### src/rtl/cpu_ctrl_pkg.sv
// Shared opcode/ALU encodings and FSM state type for the CPU control path.
package cpu_ctrl_pkg;

  localparam int unsigned OPC_NOP = 0;
  localparam int unsigned OPC_ADD = 1;
  localparam int unsigned OPC_SUB = 2;
  localparam int unsigned OPC_AND = 3;
  localparam int unsigned OPC_OR  = 4;
  localparam int unsigned OPC_LW  = 5;
  localparam int unsigned OPC_SW  = 6;
  localparam int unsigned OPC_XOR = 7;
  // Becomes all-ones once cast to the opcode width, whatever that width is.
  localparam int          OPC_HALT = -1;

  localparam int unsigned ALU_ADD = 0;
  localparam int unsigned ALU_SUB = 1;
  localparam int unsigned ALU_AND = 2;
  localparam int unsigned ALU_OR  = 3;
  localparam int unsigned ALU_XOR = 4;

  typedef enum logic [2:0] {
    ST_IDLE,
    ST_DECODE,
    ST_EXEC,
    ST_MEM,
    ST_WB,
    ST_HALT
  } state_e;

endpackage

### src/rtl/ctrl_decode.sv
// Combinational opcode classifier; shared with the single-cycle decoder.
module ctrl_decode
  import cpu_ctrl_pkg::*;
#(
  parameter int OPC_W    = 4,
  parameter int ALU_OP_W = 4
) (
  input  logic [OPC_W-1:0]    opcode_i,
  output logic [ALU_OP_W-1:0] alu_op_o,
  output logic                is_alu_o,
  output logic                is_load_o,
  output logic                is_store_o,
  output logic                is_halt_o,
  output logic                is_illegal_o
);

  always_comb begin
    // NOTE: every output gets a default first so no path leaves it unassigned (no latch).
    alu_op_o     = '0;
    is_alu_o     = 1'b0;
    is_load_o    = 1'b0;
    is_store_o   = 1'b0;
    is_halt_o    = 1'b0;
    is_illegal_o = 1'b0;
    if (opcode_i == OPC_W'(OPC_HALT)) begin
      is_halt_o = 1'b1;
    end else begin
      case (opcode_i)
        OPC_W'(OPC_NOP): ;
        OPC_W'(OPC_ADD): begin is_alu_o = 1'b1; alu_op_o = ALU_OP_W'(ALU_ADD); end
        OPC_W'(OPC_SUB): begin is_alu_o = 1'b1; alu_op_o = ALU_OP_W'(ALU_SUB); end
        OPC_W'(OPC_AND): begin is_alu_o = 1'b1; alu_op_o = ALU_OP_W'(ALU_AND); end
        OPC_W'(OPC_OR):  begin is_alu_o = 1'b1; alu_op_o = ALU_OP_W'(ALU_OR);  end
        OPC_W'(OPC_XOR): begin is_alu_o = 1'b1; alu_op_o = ALU_OP_W'(ALU_XOR); end
        OPC_W'(OPC_LW):  begin is_load_o  = 1'b1; alu_op_o = ALU_OP_W'(ALU_ADD); end
        OPC_W'(OPC_SW):  begin is_store_o = 1'b1; alu_op_o = ALU_OP_W'(ALU_ADD); end
        default:         is_illegal_o = 1'b1;
      endcase
    end
  end

endmodule

### src/rtl/multicycle_control_unit.sv
// Multicycle control FSM: latches one instruction per handshake and walks it
// through decode/execute/memory/writeback with registered datapath strobes.
module multicycle_control_unit
  import cpu_ctrl_pkg::*;
#(
  parameter int INSTR_W     = 16,
  parameter int OPC_W       = 4,
  parameter int REG_AW      = 4,
  parameter int ALU_OP_W    = 4,
  parameter int MEM_TIMEOUT = 15
) (
  input  logic                clk,
  input  logic                rst_n,
  input  logic                instr_valid,
  input  logic [INSTR_W-1:0]  instr,
  output logic                instr_ready,
  input  logic                mem_ack,
  output logic [ALU_OP_W-1:0] alu_op,
  output logic                mem_read,
  output logic                mem_write,
  output logic                reg_write,
  output logic [REG_AW-1:0]   write_reg,
  output logic                illegal,
  output logic                mem_timeout,
  output logic                halted
);

  localparam int CNT_W = $clog2(MEM_TIMEOUT + 1);

  state_e              state_q;
  logic [OPC_W-1:0]    opc_q;
  logic [REG_AW-1:0]   dest_q;
  logic [CNT_W-1:0]    cnt_q, cnt_d;
  logic                instr_ready_q, mem_read_q, mem_write_q, reg_write_q;
  logic                illegal_q, mem_timeout_q, halted_q;
  logic [ALU_OP_W-1:0] alu_op_q;
  logic [REG_AW-1:0]   write_reg_q;

  logic [ALU_OP_W-1:0] dec_alu_op;
  logic dec_is_alu, dec_is_load, dec_is_store, dec_is_halt, dec_is_illegal;

  ctrl_decode #(.OPC_W(OPC_W), .ALU_OP_W(ALU_OP_W)) u_decode (
    .opcode_i     (opc_q),
    .alu_op_o     (dec_alu_op),
    .is_alu_o     (dec_is_alu),
    .is_load_o    (dec_is_load),
    .is_store_o   (dec_is_store),
    .is_halt_o    (dec_is_halt),
    .is_illegal_o (dec_is_illegal)
  );

  // Only the opcode and destination fields are ever used by this unit.
  if (INSTR_W > OPC_W + REG_AW) begin : g_low_bits
    logic unused_low_bits;
    assign unused_low_bits = ^instr[INSTR_W-OPC_W-REG_AW-1:0];
  end

  assign cnt_d = cnt_q + CNT_W'(1);

  always_ff @(posedge clk or negedge rst_n) begin
    if (!rst_n) begin
      state_q       <= ST_IDLE;
      opc_q         <= '0;
      dest_q        <= '0;
      cnt_q         <= '0;
      instr_ready_q <= 1'b1;
      alu_op_q      <= '0;
      mem_read_q    <= 1'b0;
      mem_write_q   <= 1'b0;
      reg_write_q   <= 1'b0;
      write_reg_q   <= '0;
      illegal_q     <= 1'b0;
      mem_timeout_q <= 1'b0;
      halted_q      <= 1'b0;
    end else begin
      // NOTE: non-blocking throughout, so every branch sees the pre-edge register values.
      illegal_q     <= 1'b0;
      mem_timeout_q <= 1'b0;
      case (state_q)
        ST_IDLE: begin
          if (instr_valid && instr_ready_q) begin
            opc_q         <= instr[INSTR_W-1 -: OPC_W];
            dest_q        <= instr[INSTR_W-OPC_W-1 -: REG_AW];
            instr_ready_q <= 1'b0;
            state_q       <= ST_DECODE;
          end
        end
        ST_DECODE: begin
          if (dec_is_halt) begin
            halted_q <= 1'b1;
            state_q  <= ST_HALT;
          end else if (dec_is_alu || dec_is_load || dec_is_store) begin
            alu_op_q <= dec_alu_op;
            state_q  <= ST_EXEC;
          end else begin
            illegal_q     <= dec_is_illegal;
            instr_ready_q <= 1'b1;
            state_q       <= ST_IDLE;
          end
        end
        ST_EXEC: begin
          if (dec_is_load || dec_is_store) begin
            mem_read_q  <= dec_is_load;
            mem_write_q <= dec_is_store;
            cnt_q       <= '0;
            state_q     <= ST_MEM;
          end else begin
            reg_write_q <= 1'b1;
            write_reg_q <= dest_q;
            state_q     <= ST_WB;
          end
        end
        ST_MEM: begin
          // An ack arriving on the final allowed cycle still completes the access.
          if (mem_ack) begin
            mem_read_q  <= 1'b0;
            mem_write_q <= 1'b0;
            if (dec_is_load) begin
              reg_write_q <= 1'b1;
              write_reg_q <= dest_q;
              state_q     <= ST_WB;
            end else begin
              alu_op_q      <= '0;
              instr_ready_q <= 1'b1;
              state_q       <= ST_IDLE;
            end
          end else begin
            cnt_q <= cnt_d;
            if (cnt_d == CNT_W'(MEM_TIMEOUT)) begin
              mem_read_q    <= 1'b0;
              mem_write_q   <= 1'b0;
              mem_timeout_q <= 1'b1;
              alu_op_q      <= '0;
              instr_ready_q <= 1'b1;
              state_q       <= ST_IDLE;
            end
          end
        end
        ST_WB: begin
          reg_write_q   <= 1'b0;
          write_reg_q   <= '0;
          alu_op_q      <= '0;
          instr_ready_q <= 1'b1;
          state_q       <= ST_IDLE;
        end
        ST_HALT: ;
        default: begin
          instr_ready_q <= 1'b1;
          state_q       <= ST_IDLE;
        end
      endcase
    end
  end

  assign instr_ready = instr_ready_q;
  assign alu_op      = alu_op_q;
  assign mem_read    = mem_read_q;
  assign mem_write   = mem_write_q;
  assign reg_write   = reg_write_q;
  assign write_reg   = write_reg_q;
  assign illegal     = illegal_q;
  assign mem_timeout = mem_timeout_q;
  assign halted      = halted_q;

endmodule

### config.mk
export PLATFORM = sky130hd
export DESIGN_NAME = multicycle_control_unit
export DESIGN_NICKNAME = d
export VERILOG_FILES = /design/src/rtl/cpu_ctrl_pkg.sv /design/src/rtl/ctrl_decode.sv /design/src/rtl/multicycle_control_unit.sv
export SDC_FILE = /design/constraint.sdc
export NUM_CORES = 1
export LEC_CHECK = 0
export CAP_MARGIN = 30
export CORE_UTILIZATION = 35
export CTS_CLUSTER_SIZE = 16
export DETAILED_ROUTE_END_ITERATION = 12
export PLACE_DENSITY = 0.66
export SLEW_MARGIN = 20
export SYNTH_ARGS = -nofsm -noshare
export SYNTH_HDL_FRONTEND = slang
export SYNTH_SLANG_ARGS = --single-unit
### constraint.sdc
create_clock -name clk -period 1.9 [get_ports clk]
set_input_delay 0.475 -clock clk [delete_from_list [all_inputs] [get_ports clk]]
set_output_delay 0.475 -clock clk [all_outputs]
set_load 0.005 [all_outputs]
After elaboration in Yosys (flattened, before gate mapping)
Index checks and enable logic that the tools add are counted.
{ "classes": {"n_lt_le_gt_ge": 0, "n_bitwise": 2, "n_mul": 0, "div_mod_pow": 0, "add_sub_neg": 1, "shift": 0, "n_reduce_logical": 20, "eq_ne": 25, "n_mux": 55} }
{ "op_table": {"columns": ["cell", "n"], "rows": [
  ["$mux 4", 11],
  ["$mux 1", 28],
  ["$pmux 4 s3", 2],
  ["$mux 3", 6],
  ["$ne 2x2->1 const B", 9],
  ["$eq 4x3->1 const B", 4],
  ["$pmux 3 s5", 1],
  ["$pmux 3 s4", 1],
  ["$reduce_and 3->1", 3],
  ["$eq 4x2->1 const B", 2],
  ["$eq 4x4->1 const B", 2],
  ["$pmux 4 s2", 1],
  ["$reduce_or 8->1", 1],
  ["$eq 3x2->1 const B", 2],
  ["$eq 3x3->1 const B", 2],
  ["$ne 3x3->1 const B", 2],
  ["$reduce_and 6->1", 1],
  ["$reduce_bool 3->1", 2],
  ["$reduce_and 5->1", 1],
  ["$reduce_or 5->1", 1],
  ["$add 4x1->4 const B", 1],
  ["$eq 4x1->1 const B", 1],
  ["$logic_not 4->1", 1],
  ["$pmux 1 s2", 2],
  ["other kinds (12)", 16]
]} }
{ "totals": {"reg_bits": 30, "elab_cells": 116, "mem_bits_ro": 0, "mem_count": 0, "ram_bits": 0, "latchBits": 0} }

Depth between registers and ports, before layout
{ "depth": {"word_depth": 9, "ltp_mapped": 6} }

By module
From an unflattened synthesis, not the netlist that was laid out.
{ "hier_totals": {"hier_cells": 160, "hier_area_um2": 1642.8} }
{ "modules_own_cells": {"columns": ["mod", "area_per_inst_um2", "n_inst", "cells_each"], "rows": [
  ["multicycle_control_unit", 1516.5, 1, 140],
  ["ctrl_decode", 126.4, 1, 20]
]} }

Worst setup path before layout
OpenSTA, ideal clock, no wires.
{ "synth_timing": {"path_type": "register to register", "from": "register cnt_q[0]", "to": "register mem_write_q, in the netlist mem_write", "t_required_ps": 1776, "arrival_ps": 1519, "setup_slack_ps": 257, "path_stages_with_launch": 6, "path_cell_list": "dfrtp_1 -> ha_1 -> inv_1 -> o2111ai_1 -> a31o_2 -> a211o_2"} }
{ "synth_between": {"elab_chain_cells": 4} }
{ "synth_rtl": {"columns": ["element", "line_no", "source"], "rows": [
  ["start, declared", "multicycle_control_unit.sv:33", "logic [CNT_W-1:0] cnt_q, cnt_d;"],
  ["start signal, assigned", "multicycle_control_unit.sv:128", "cnt_q <= cnt_d;"],
  ["$add 4x1->4", "multicycle_control_unit.sv:58", "assign cnt_d = cnt_q + CNT_W'(1);"],
  ["$eq 4x4->1", "multicycle_control_unit.sv:129", "if (cnt_d == CNT_W'(MEM_TIMEOUT)) begin"],
  ["$ne 3x3->1 (no source line)", null, null],
  ["$reduce_and 3->1 (no source line)", null, null],
  ["end signal, assigned", "multicycle_control_unit.sv:104", "mem_write_q <= dec_is_store;"],
  ["end, declared", "multicycle_control_unit.sv:34", "logic instr_ready_q, mem_read_q, mem_write_q, reg_write_q;"]
]} }
Every way passes these cells.
A chain may end at the register's enable or synchronous reset.

Worst setup path in the final report
{ "layout_timing": {"from": "register instr_ready_q, in the netlist instr_ready", "to": "output port instr_ready"} }
{ "layout_rtl": {"columns": ["element", "line_no", "source"], "rows": [
  ["start, declared", "multicycle_control_unit.sv:34", null],
  ["start signal, assigned", "multicycle_control_unit.sv:66", "instr_ready_q <= 1'b1;"],
  ["start signal, assigned", "multicycle_control_unit.sv:84", "instr_ready_q <= 1'b0;"],
  ["start signal, assigned", "multicycle_control_unit.sv:97", "instr_ready_q <= 1'b1;"],
  ["end, declared", "multicycle_control_unit.sv:16", "output logic instr_ready,"]
]} }
No word-level cell between the ends.

==> qor.csv <==
metric,value,unit
# Max-Cap Violations,0,
Die Span X,70.0,um
status,"finished, final reports clean",
"slowest stage cell, crit path",dfstp_2,
crit-path max cell delay,0.56,ns
WP data required,1.42,ns
Synth cell types,54,
GPL Wtd Cong,0.888,
Inserted Diodes,0,
share of flip-flops with an asynchronous set or reset,100,%
Post-synth EDFFs,0,
worst setup margin,0.0787,ns
Synthesis Warnings,0,
ANT nets after route,0,
GRT Overall Usage,16.7,%
Place WS,-0.0477,ns
Yosys reg bits,29,
Tmin final,1.82,ns
final hold violations,0,
final period utilization,95.9,%
# IOs,35,
Power Total,3340,uW
"Setup violations, final",0,
Pins Over Slew Limit,0,
critical path buffer and inverter count,1,
drt total wl,3680,um
Die Y,70.0,um
nature of the critical path endpoint,output port,
largest net degree at the start of global routing,30,
"critical path fanouts, max",4,
"commonest non-fill, non-tap cells in the layout","28 x dfrtp_1, 25 x clkdlybuf4s50_1, 13 x buf_4, 9 x a21oi_1, 9 x mux2_2",
DRT Pass-1 Iters,4,
PD cells,1600,mW/mm2
R2R depth,4,
crit path cell chain,clkdlybuf4s50_1,
Port Buffers,25,
Hold Path Origin,halted$_DFFE_PN0P_,
Final nets,214,
Post-Synthesis Cell Area,0.00162,mm2
# resized after CTS,0,
Yosys top cell by area,dfrtp_1,
Worst Setup Start Kind,register,
"Reg clk slew, reported paths",0.07,ns
Gate Count Post-Synth,158,
post-synth top area share,43.2,%
post-CTS setup buffer count,0,
Starting Density,36.7,%
root buf cell,clkbuf_8,
fin area,0.00209,mm2
Avg Inst Size Synth,10.3,um2
CP top delay family,flip-flops,
Setup CP Type,reg2out,
Via density,5.70,
sequential area share after synthesis,44.9,%
crit path DAT,1.35,ns
first-pass GRT wire length,6370,um
H-tree depth,2,
hold-fix buffer count after cts,0,
Stages on worst setup path,1,
CTS tree,done,
vias in the first global route,1391,
worst min-delay path endpoint,halted$_DFFE_PN0P_,
FF-to-FF Start,state_q[1]$_DFFE_PN0P_,
CTS Sinks,29,
"commonest non-fill, non-tap cell in the layout",dfrtp_1,
hpwl dp,2720,um
Crit Reg-Reg Endpoint,alu_op[0]$_DFFE_PN0P_,
Die Area,0.00491,mm2
Area contributors post-synth,"dfrtp_1 43%, mux2_2 6.3%, a21oi_1 2.8%",
HP Class,reg2reg,
CTS Buf Count,5,
fillers,404,
initial antenna violation count,0,
Remaining DRCs,0,
DRT iter0 DRCs,68,
Worst Hold Depth,2,
"Primary FF master, synth",dfrtp_1,
synth-to-layout area growth,29.0,%
clock buffer depth,2,
wire length per cell,15.0,um
grt ovf,0,
clk_skew,0.00678,ns
Via Count,1396,
Synth Net Count,180,
clk_lat worst skew,0.28,ns
share of layout cells above drive strength 1,20.2,%
Core Area,0.00441,mm2
Leak,0.000847,uW
flop2flop setup slack,0.16,ns
Fmax,549,MHz
RSZ-0062 raised after global routing,false,
VDD IR-drop max,0.000838,V
Placed Area,0.00197,mm2
num rows,24,
[worst max-delay path by stage]
stage                                 start                        to  slack (ns)
floorplan              cnt_q[0]$_DFFE_PN0P_     mem_write$_DFFE_PN0P_        0.26
global placement                    mem_ack   instr_ready$_DFFE_PN1P_       -0.05
detailed placement                  mem_ack  write_reg[3]$_DFFE_PN0P_       -0.05
CTS                 instr_ready$_DFFE_PN1P_               instr_ready        0.07
global route        instr_ready$_DFFE_PN1P_               instr_ready        0.04
finish              instr_ready$_DFFE_PN1P_               instr_ready        0.08
[tightest hold or removal path, cell delays in order, from the launching register on]
cell	delay, ns
dfrtp_1	0.35
inv_1	0.04
o31ai_1	0.06
[layout make-up]
cell class	instances	area (um2)	share of cell area, %
multi-input cells	112	807	38.6
flip-flops and latches	29	727	34.8
repair buffers	38	348	16.6
clock buffers	6	82.6	3.95
well taps	52	65.1	3.11
clock inverters	2	37.5	1.80
inverters	6	22.5	1.08
[cells by family after synthesis]
group                      Yosys count  share of synthesized area, %
other                                1                         0.231
and+or+nand+nor                     54                          20.2
muxes                               10                          6.87
xor gates and xnor gates             3                          1.62
buffers and inverters               17                          5.33
adders and majority gates            2                          1.54
AOI/OAI and AO/OA                   42                          19.3
DFF                                 29                          44.9
[where the power goes]
group          internal [uW]  total [uW]  leakage [uW]  switching, uW
combinational            813        1450      0.000438            639
sequential               876        1210      0.000352            338
clock                    426         671     0.0000574            245
[routing by layer]
metal | track usage (%) | vias up | part of all wire, %
met5 | 0 | - | 0
met4 | 8.22 | 0 | 1.7
met3 | 5.05 | 5 | 4.5
met2 | 27.4 | 39 | 51
met1 | 19.8 | 688 | 43
li1 | - | 664 | -
[synth_stat cells, drive strengths merged (2+ instances only)]
master	count
a211o	2
a21oi	9
a22o	2
a31o	2
a31oi	2
a32o	4
a41oi	2
buf	8
clkbuf	3
dfrtp	28
ha	2
inv	6
mux2	9
nand2	6
nand2b	2
nand3	8
nand3b	2
nand4	5
nand4b	2
nor2	8
nor2b	4
nor3	5
o211ai	2
o21ai	4
o2bb2ai	5
or3	2
xnor2	2
[per-stage QoR]
step | hold slack, ns | setup TNS, ns | std cells | util, %
floorplan | 0.179 | 0 | 158 | -
global placement | 0.454 | -0.225 | 237 | 44.6
detailed placement | 0.478 | -0.233 | 237 | 44.6
CTS | 0.495 | 0 | 245 | 47.3
global route | 0.513 | 0 | 245 | 47.3
finish | 0.488 | 0 | 245 | 47.3
(Power assumes the default switching activity.)
